## config.mk

```make
export PLATFORM = sky130hd
export DESIGN_NAME = fpaddsub_normalize_pipe
export DESIGN_NICKNAME = d
export VERILOG_FILES = /design/src/rtl/fpaddsub_normalize_pipe.sv
export SDC_FILE = /design/constraint.sdc
export NUM_CORES = 1
export LEC_CHECK = 0
export CORE_UTILIZATION = 56
export DETAILED_ROUTE_END_ITERATION = 8
export PLACE_DENSITY = 0.79
export SLEW_MARGIN = 20
export SYNTH_ARGS = -nofsm -noshare
export SYNTH_HDL_FRONTEND = slang
export SYNTH_SLANG_ARGS = --single-unit
```

## constraint.sdc

```tcl
create_clock -name clk -period 2.82 [get_ports clk]
set_input_delay 0.564 -clock clk [delete_from_list [all_inputs] [get_ports clk]]
set_output_delay 0.564 -clock clk [all_outputs]
set_load 0.02 [all_outputs]
```

## src/rtl/fpaddsub_normalize_pipe.sv

```systemverilog
// Three-stage normaliser for the FP add/sub datapath: leading-zero count with
// optional denormal clamp, coarse (x4) shift, then fine shift and exponent adjust.
module fpaddsub_normalize_pipe #(
    parameter int unsigned WIDTH     = 26,
    parameter int unsigned EXP_W     = 8,
    parameter int unsigned SH_W      = $clog2(WIDTH),
    parameter bit          DENORM_EN = 1'b1
) (
    input  logic             clk,
    input  logic             rst_n,
    input  logic             in_valid,
    output logic             in_ready,
    input  logic [WIDTH-1:0] in_sum,
    input  logic [EXP_W-1:0] in_exp,
    input  logic             in_sign,
    output logic             out_valid,
    input  logic             out_ready,
    output logic [WIDTH-1:0] out_mant,
    output logic [EXP_W-1:0] out_exp,
    output logic [SH_W-1:0]  out_shift,
    output logic             out_sign,
    output logic             out_zero,
    output logic             out_denorm
);

    logic adv;

    logic [SH_W-1:0] lz_c;
    logic            zero_c;

    logic             s1_valid_q, s1_valid_d;
    logic [WIDTH-1:0] s1_sum_q, s1_sum_d;
    logic [EXP_W-1:0] s1_exp_q, s1_exp_d;
    logic             s1_sign_q, s1_sign_d;
    logic [SH_W-1:0]  s1_shift_q, s1_shift_d;
    logic             s1_zero_q, s1_zero_d;
    logic             s1_denorm_q, s1_denorm_d;

    logic             s2_valid_q, s2_valid_d;
    logic [WIDTH-1:0] s2_sum_q, s2_sum_d;
    logic [EXP_W-1:0] s2_exp_q, s2_exp_d;
    logic             s2_sign_q, s2_sign_d;
    logic [SH_W-1:0]  s2_shift_q, s2_shift_d;
    logic             s2_zero_q, s2_zero_d;
    logic             s2_denorm_q, s2_denorm_d;

    logic             out_valid_q, out_valid_d;
    logic [WIDTH-1:0] out_mant_q, out_mant_d;
    logic [EXP_W-1:0] out_exp_q, out_exp_d;
    logic [SH_W-1:0]  out_shift_q, out_shift_d;
    logic             out_sign_q, out_sign_d;
    logic             out_zero_q, out_zero_d;
    logic             out_denorm_q, out_denorm_d;

    // Whole pipe moves together; a stalled output freezes every stage.
    assign adv      = ~out_valid_q | out_ready;
    assign in_ready = adv;

    // Highest set bit wins because the scan runs LSB to MSB.
    always_comb begin
        lz_c = '0;
        for (int unsigned i = 0; i < WIDTH; i++) begin
            if (in_sum[i]) begin
                lz_c = SH_W'(WIDTH - 1 - i);
            end
        end
    end

    assign zero_c = (in_sum == '0);

    always_comb begin
        s1_valid_d   = s1_valid_q;
        s1_sum_d     = s1_sum_q;
        s1_exp_d     = s1_exp_q;
        s1_sign_d    = s1_sign_q;
        s1_shift_d   = s1_shift_q;
        s1_zero_d    = s1_zero_q;
        s1_denorm_d  = s1_denorm_q;
        s2_valid_d   = s2_valid_q;
        s2_sum_d     = s2_sum_q;
        s2_exp_d     = s2_exp_q;
        s2_sign_d    = s2_sign_q;
        s2_shift_d   = s2_shift_q;
        s2_zero_d    = s2_zero_q;
        s2_denorm_d  = s2_denorm_q;
        out_valid_d  = out_valid_q;
        out_mant_d   = out_mant_q;
        out_exp_d    = out_exp_q;
        out_shift_d  = out_shift_q;
        out_sign_d   = out_sign_q;
        out_zero_d   = out_zero_q;
        out_denorm_d = out_denorm_q;

        if (adv) begin
            // Stage 1: shift selection, clamped to the exponent for gradual underflow
            s1_valid_d  = in_valid;
            s1_sum_d    = in_sum;
            s1_exp_d    = in_exp;
            s1_sign_d   = in_sign;
            s1_zero_d   = zero_c;
            s1_shift_d  = lz_c;
            s1_denorm_d = 1'b0;
            if (zero_c) begin
                s1_shift_d = '0;
            end else if (DENORM_EN && (32'(lz_c) > 32'(in_exp))) begin
                s1_shift_d  = SH_W'(in_exp);
                s1_denorm_d = 1'b1;
            end

            // Stage 2: coarse shift by the multiple-of-4 part
            s2_valid_d  = s1_valid_q;
            s2_sum_d    = s1_sum_q << (s1_shift_q & ~SH_W'(3));
            s2_exp_d    = s1_exp_q;
            s2_sign_d   = s1_sign_q;
            s2_shift_d  = s1_shift_q;
            s2_zero_d   = s1_zero_q;
            s2_denorm_d = s1_denorm_q;

            // Stage 3: fine shift and exponent adjust (saturating at zero)
            out_valid_d  = s2_valid_q;
            out_mant_d   = s2_sum_q << s2_shift_q[1:0];
            out_shift_d  = s2_shift_q;
            out_sign_d   = s2_sign_q;
            out_zero_d   = s2_zero_q;
            out_denorm_d = s2_denorm_q;
            if (s2_zero_q) begin
                out_mant_d = '0;
                out_exp_d  = '0;
            end else if (!DENORM_EN && (32'(s2_shift_q) > 32'(s2_exp_q))) begin
                out_exp_d = '0;
            end else begin
                out_exp_d = s2_exp_q - EXP_W'(s2_shift_q);
            end
        end
    end

    always_ff @(posedge clk or negedge rst_n) begin
        if (!rst_n) begin
            s1_valid_q   <= 1'b0;
            s1_sum_q     <= '0;
            s1_exp_q     <= '0;
            s1_sign_q    <= 1'b0;
            s1_shift_q   <= '0;
            s1_zero_q    <= 1'b0;
            s1_denorm_q  <= 1'b0;
            s2_valid_q   <= 1'b0;
            s2_sum_q     <= '0;
            s2_exp_q     <= '0;
            s2_sign_q    <= 1'b0;
            s2_shift_q   <= '0;
            s2_zero_q    <= 1'b0;
            s2_denorm_q  <= 1'b0;
            out_valid_q  <= 1'b0;
            out_mant_q   <= '0;
            out_exp_q    <= '0;
            out_shift_q  <= '0;
            out_sign_q   <= 1'b0;
            out_zero_q   <= 1'b0;
            out_denorm_q <= 1'b0;
        end else begin
            s1_valid_q   <= s1_valid_d;
            s1_sum_q     <= s1_sum_d;
            s1_exp_q     <= s1_exp_d;
            s1_sign_q    <= s1_sign_d;
            s1_shift_q   <= s1_shift_d;
            s1_zero_q    <= s1_zero_d;
            s1_denorm_q  <= s1_denorm_d;
            s2_valid_q   <= s2_valid_d;
            s2_sum_q     <= s2_sum_d;
            s2_exp_q     <= s2_exp_d;
            s2_sign_q    <= s2_sign_d;
            s2_shift_q   <= s2_shift_d;
            s2_zero_q    <= s2_zero_d;
            s2_denorm_q  <= s2_denorm_d;
            out_valid_q  <= out_valid_d;
            out_mant_q   <= out_mant_d;
            out_exp_q    <= out_exp_d;
            out_shift_q  <= out_shift_d;
            out_sign_q   <= out_sign_d;
            out_zero_q   <= out_zero_d;
            out_denorm_q <= out_denorm_d;
        end
    end

    assign out_valid  = out_valid_q;
    assign out_mant   = out_mant_q;
    assign out_exp    = out_exp_q;
    assign out_shift  = out_shift_q;
    assign out_sign   = out_sign_q;
    assign out_zero   = out_zero_q;
    assign out_denorm = out_denorm_q;

endmodule
```

==> metrics.txt, run 1 <==
# TYPE chip_impl_metric gauge
chip_impl_metric{name="wire_per_inst",unit="um"} 17.5
chip_impl_metric{name="post_synth_num_cell_types",unit=""} 57
chip_impl_metric{name="core-area",unit="sq um"} 11400
chip_impl_metric{name="grt_usage",unit="%"} 27.9
chip_impl_metric{name="floorplan.die_area",unit="sq um"} 12100
chip_impl_metric{name="drt_pre_antenna_iters",unit=""} 5
chip_impl_metric{name="starting_density_of_the_core",unit="%"} 57.2
chip_impl_metric{name="antenna_found_initial",unit=""} 0
chip_impl_info{name="hold_path.class",value="in -> async"} 1
chip_impl_info{name="path_cells",value="clkdlybuf4s50_1, nor4_4, nand2_1, a31oi_2, ha_1, a211o_1, a31oi_2, o21ai_2, o211a_4, a211o_1, o211ai_2"} 1
chip_impl_metric{name="final_layout_size_suffix_gt1_share",unit="%"} 19.0
chip_impl_metric{name="synth-edff-count",unit=""} 0
chip_impl_metric{name="globalRoute.totalOverflow",unit=""} 0
chip_impl_metric{name="vdd_drop_max",unit="mV"} 0.827
chip_impl_metric{name="timing.critical_path.required",unit="ps"} 3160
chip_impl_metric{name="cts_htree_levels",unit=""} 4
chip_impl_metric{name="postSynthRegisterBits",unit=""} 129
chip_impl_metric{name="period_share",unit="%"} 99.8
chip_impl_metric{name="antenna_violating_nets_post_route",unit=""} 0
chip_impl_metric{name="timing.max_slew.rel_slack",unit="%"} 48.6
chip_impl_info{name="final_cell_mix",value="197 x sky130_fd_sc_hd__nand2_1, 129 x sky130_fd_sc_hd__dfrtp_1, 70 x sky130_fd_sc_hd__clkdlybuf4s50_1"} 1
chip_impl_metric{name="route.detailed.drc",unit=""} 0
chip_impl_metric{name="chipHeight",unit="um"} 110
chip_impl_metric{name="power.total",unit="uW"} 8220
chip_impl_metric{name="grt_pass1_vias",unit=""} 5211
chip_impl_info{name="critPathLaunchType",value="primary input"} 1
chip_impl_info{name="critPathSlowestCell",value="sky130_fd_sc_hd__clkdlybuf4s50_1"} 1
chip_impl_metric{name="placed_area",unit="sq um"} 7770
chip_impl_metric{name="hpwl",unit="um"} 10600
chip_impl_metric{name="cts.reportedPaths.clkPinSlew",unit="ps"} 60
chip_impl_metric{name="timing.final.crit_period",unit="ps"} 2820
chip_impl_metric{name="max_fo_critical_path",unit=""} 6
chip_impl_metric{name="timing_worst_slew_pin_value",unit="ps"} 763
chip_impl_metric{name="net_count_after_synthesis",unit=""} 695
chip_impl_info{name="most_common_cell_after_layout_fill_and_taps_aside",value="sky130_fd_sc_hd__nand2_1"} 1
chip_impl_info{name="cts.root.buffer_cell",value="sky130_fd_sc_hd__clkbuf_16"} 1
chip_impl_metric{name="nFillCells",unit=""} 799
chip_impl_info{name="run_status",value="complete, no violations"} 1
chip_impl_metric{name="final-max-slew-violation-count",unit=""} 0
chip_impl_metric{name="clock_path_buffers",unit=""} 2
chip_impl_info{name="critPathKind",value="in -> reg"} 1
chip_impl_metric{name="post_drt_via_cell_ratio",unit=""} 5.96
chip_impl_metric{name="synthArstFlopShare",unit="%"} 100
chip_impl_metric{name="hold_vio_cnt_final",unit=""} 0
chip_impl_info{name="synthFlopType",value="sky130_fd_sc_hd__dfrtp_1"} 1
chip_impl_metric{name="timing.max_cap.violations",unit=""} 0
chip_impl_metric{name="gp_congestion",unit=""} 0.927
chip_impl_metric{name="achievable-frequency",unit="MHz"} 355
chip_impl_metric{name="totalWireLength",unit="um"} 16100
chip_impl_metric{name="area_growth",unit="%"} 31.8
chip_impl_metric{name="report.final.setup_viol",unit=""} 0
chip_impl_metric{name="design.portCount",unit=""} 83
chip_impl_metric{name="finalInstanceArea",unit="sq um"} 8570
chip_impl_metric{name="ctsHoldBuffers",unit=""} 0
chip_impl_metric{name="placement_rows",unit=""} 39
chip_impl_metric{name="routed-via-count",unit=""} 5474
chip_impl_metric{name="cts_made_buffers",unit=""} 17
chip_impl_metric{name="clk-insertion-delay-late",unit="ps"} 420
chip_impl_metric{name="die_x",unit="um"} 110
chip_impl_metric{name="post_synth.cell_area_avg",unit="sq um"} 10.1
chip_impl_info{name="tritoncts",value="built"} 1
chip_impl_metric{name="leakage_power_of_the_design",unit="uW"} 0.00391
chip_impl_info{name="crit_path_end_kind",value="register"} 1
chip_impl_metric{name="grt_pass1_wl",unit="um"} 25600
chip_impl_metric{name="critPathArrivalTime",unit="ps"} 3150
chip_impl_metric{name="clock_sinks",unit=""} 129
chip_impl_metric{name="yosysSeqAreaShare",unit="%"} 49.6
chip_impl_metric{name="nets",unit=""} 812
chip_impl_metric{name="diodes",unit=""} 0
chip_impl_metric{name="syn-cell-area",unit="sq um"} 6510
chip_impl_metric{name="port_buffer_count",unit=""} 82
chip_impl_metric{name="fin_util",unit="%"} 75.4
chip_impl_metric{name="p_per_area",unit="nW/um^2"} 959
chip_impl_metric{name="synthesis.instances",unit=""} 645
chip_impl_metric{name="worst_path_largest_cell_delay",unit="ps"} 460
chip_impl_metric{name="detailedRoute.firstIterationViolations",unit=""} 369
chip_impl_metric{name="timing.clock.skew",unit="ps"} 8.25
chip_impl_metric{name="yosysWarnings",unit=""} 0
chip_impl_metric{name="grt_max_degree",unit=""} 149
[report_power, final]
part | switching, uW | internal [uW] | leakage [uW]
clock | 828 | 1440 | 0.000289
combinational | 1460 | 1510 | 0.00202
sequential | 518 | 2460 | 0.00160
[cell families (layout without fill, tap and decap cells)]
logic type	after synthesis	after routing	synth area share [%]
flops	129	129	49.6
mux	45	45	12.0
buf+inv	61	191	3.83
xor+xnor	6	6	0.808
compound gates	135	135	15.1
simple gates	258	258	16.5
fa+ha+maj	11	11	2.23
[routing by layer]
metal | wire length (um) | part of all wire, % | vias to the layer above | global-route usage, %
li1 | - | - | 2526 | -
met3 | 844 | 5.3 | 45 | 4.86
met5 | 0 | 0 | - | 0
met4 | 430 | 2.7 | 0 | 11.8
met2 | 8000 | 50 | 214 | 44.1
met1 | 6790 | 42 | 2689 | 38.0
[synthesized netlist by cell type, types with 10 or more instances]
master                     instances  share of area (%)
sky130_fd_sc_hd__a21oi_1          12               0.92
sky130_fd_sc_hd__a22o_1           33                4.4
sky130_fd_sc_hd__clkbuf_1         28                1.6
sky130_fd_sc_hd__dfrtp_1         129                 50
sky130_fd_sc_hd__ha_1             10                1.9
sky130_fd_sc_hd__inv_1            16               0.92
sky130_fd_sc_hd__mux2i_1          17                2.6
sky130_fd_sc_hd__mux4_2           26                9.0
sky130_fd_sc_hd__nand2_1         197                 11
sky130_fd_sc_hd__nor2_1           22                1.3
sky130_fd_sc_hd__nor2b_1          10               0.96
sky130_fd_sc_hd__o21ai_0          36                2.8
[cell type report]
class	instances	area (sq um)	share of cell area, %
repair buffers	140	1290	15.1
multi-input cells	455	3190	37.2
well taps	143	179	2.09
flip-flops and latches	129	3230	37.6
clock inverters	12	156	1.82
inverters	19	71.3	0.832
clock buffers	20	457	5.33
[metrics by stage]
| stage | worst slack [ps] | instances | hold slack (ps) | TNS (ps) |
|---|---|---|---|---|
| after floorplan | 161 | 645 | 268 | 0 |
| after global routing | -90.7 | 918 | 127 | -176 |
| after detailed placement | -532 | 883 | 453 | -3010 |
| after CTS | 7.63 | 915 | 102 | 0 |
| after global placement | -502 | 883 | 443 | -2830 |
| final | 4.89 | 918 | 92.3 | 0 |
[repair_timing]
| action | 4_1_cts | 5_1_grt |
|---|---|---|
| endpoints found under the setup margin | 6 | 6 |
| pin swaps | 5 | 15 |
| gates resized for setup | 9 | 27 |
| buffers inserted | 0 | 3 |
[registers in the layout (all words and copies together) (netlist names), 8 cells and up]
name / count
out_mant: 26
s1_sum_q: 26
s2_sum_q: 26
out_exp: 8
s1_exp_q: 8
s2_exp_q: 8
[critical path, delay by kind of cell]
family	cells	cell delay, ps
fa+ha+maj	1	270
buf+inv	1	460
compound gates	7	1360
simple gates	2	490
[final timing paths]
kind / startpoint / to / slack, ps / cells past startpoint
worst max register to register: s2_exp_q[0]$_DFFE_PN0P_ / out_exp[6]$_DFFE_PN0P_ / 670 / 10
max in group asynchronous: rst_n / s1_exp_q[5]$_DFFE_PN0P_ / 1980 / 2
worst max-delay path: in_sum[25] / s1_shift_q[0]$_DFFE_PN0P_ / 5 / 11
worst min-delay path: rst_n / out_mant[2]$_DFFE_PN0P_ / 90 / 1
worst min register to register: out_denorm$_DFFE_PN0P_ / out_denorm$_DFFE_PN0P_ / 460 / 2
min in group clk: out_denorm$_DFFE_PN0P_ / out_denorm$_DFFE_PN0P_ / 460 / 2
(Power assumes the default switching activity.)
==> run 2, diff against run 1 <==
--- a/config.mk
+++ b/config.mk
@@ -5,6 +5,7 @@
 export SDC_FILE = /design/constraint.sdc
 export NUM_CORES = 1
 export LEC_CHECK = 0
+export CAP_MARGIN = 20
 export CORE_UTILIZATION = 56
 export DETAILED_ROUTE_END_ITERATION = 8
 export PLACE_DENSITY = 0.79
==> results of run 2 <==
No change in the layout: final DEF, timing and power equal those of run 1.
==> run 3, diff against run 2 <==
--- a/config.mk
+++ b/config.mk
@@ -5,7 +5,7 @@
 export SDC_FILE = /design/constraint.sdc
 export NUM_CORES = 1
 export LEC_CHECK = 0
-export CAP_MARGIN = 20
+export CAP_MARGIN = 30
 export CORE_UTILIZATION = 56
 export DETAILED_ROUTE_END_ITERATION = 8
 export PLACE_DENSITY = 0.79
==> results of run 3 <==
No change in the layout: final DEF, timing and power equal those of run 1.
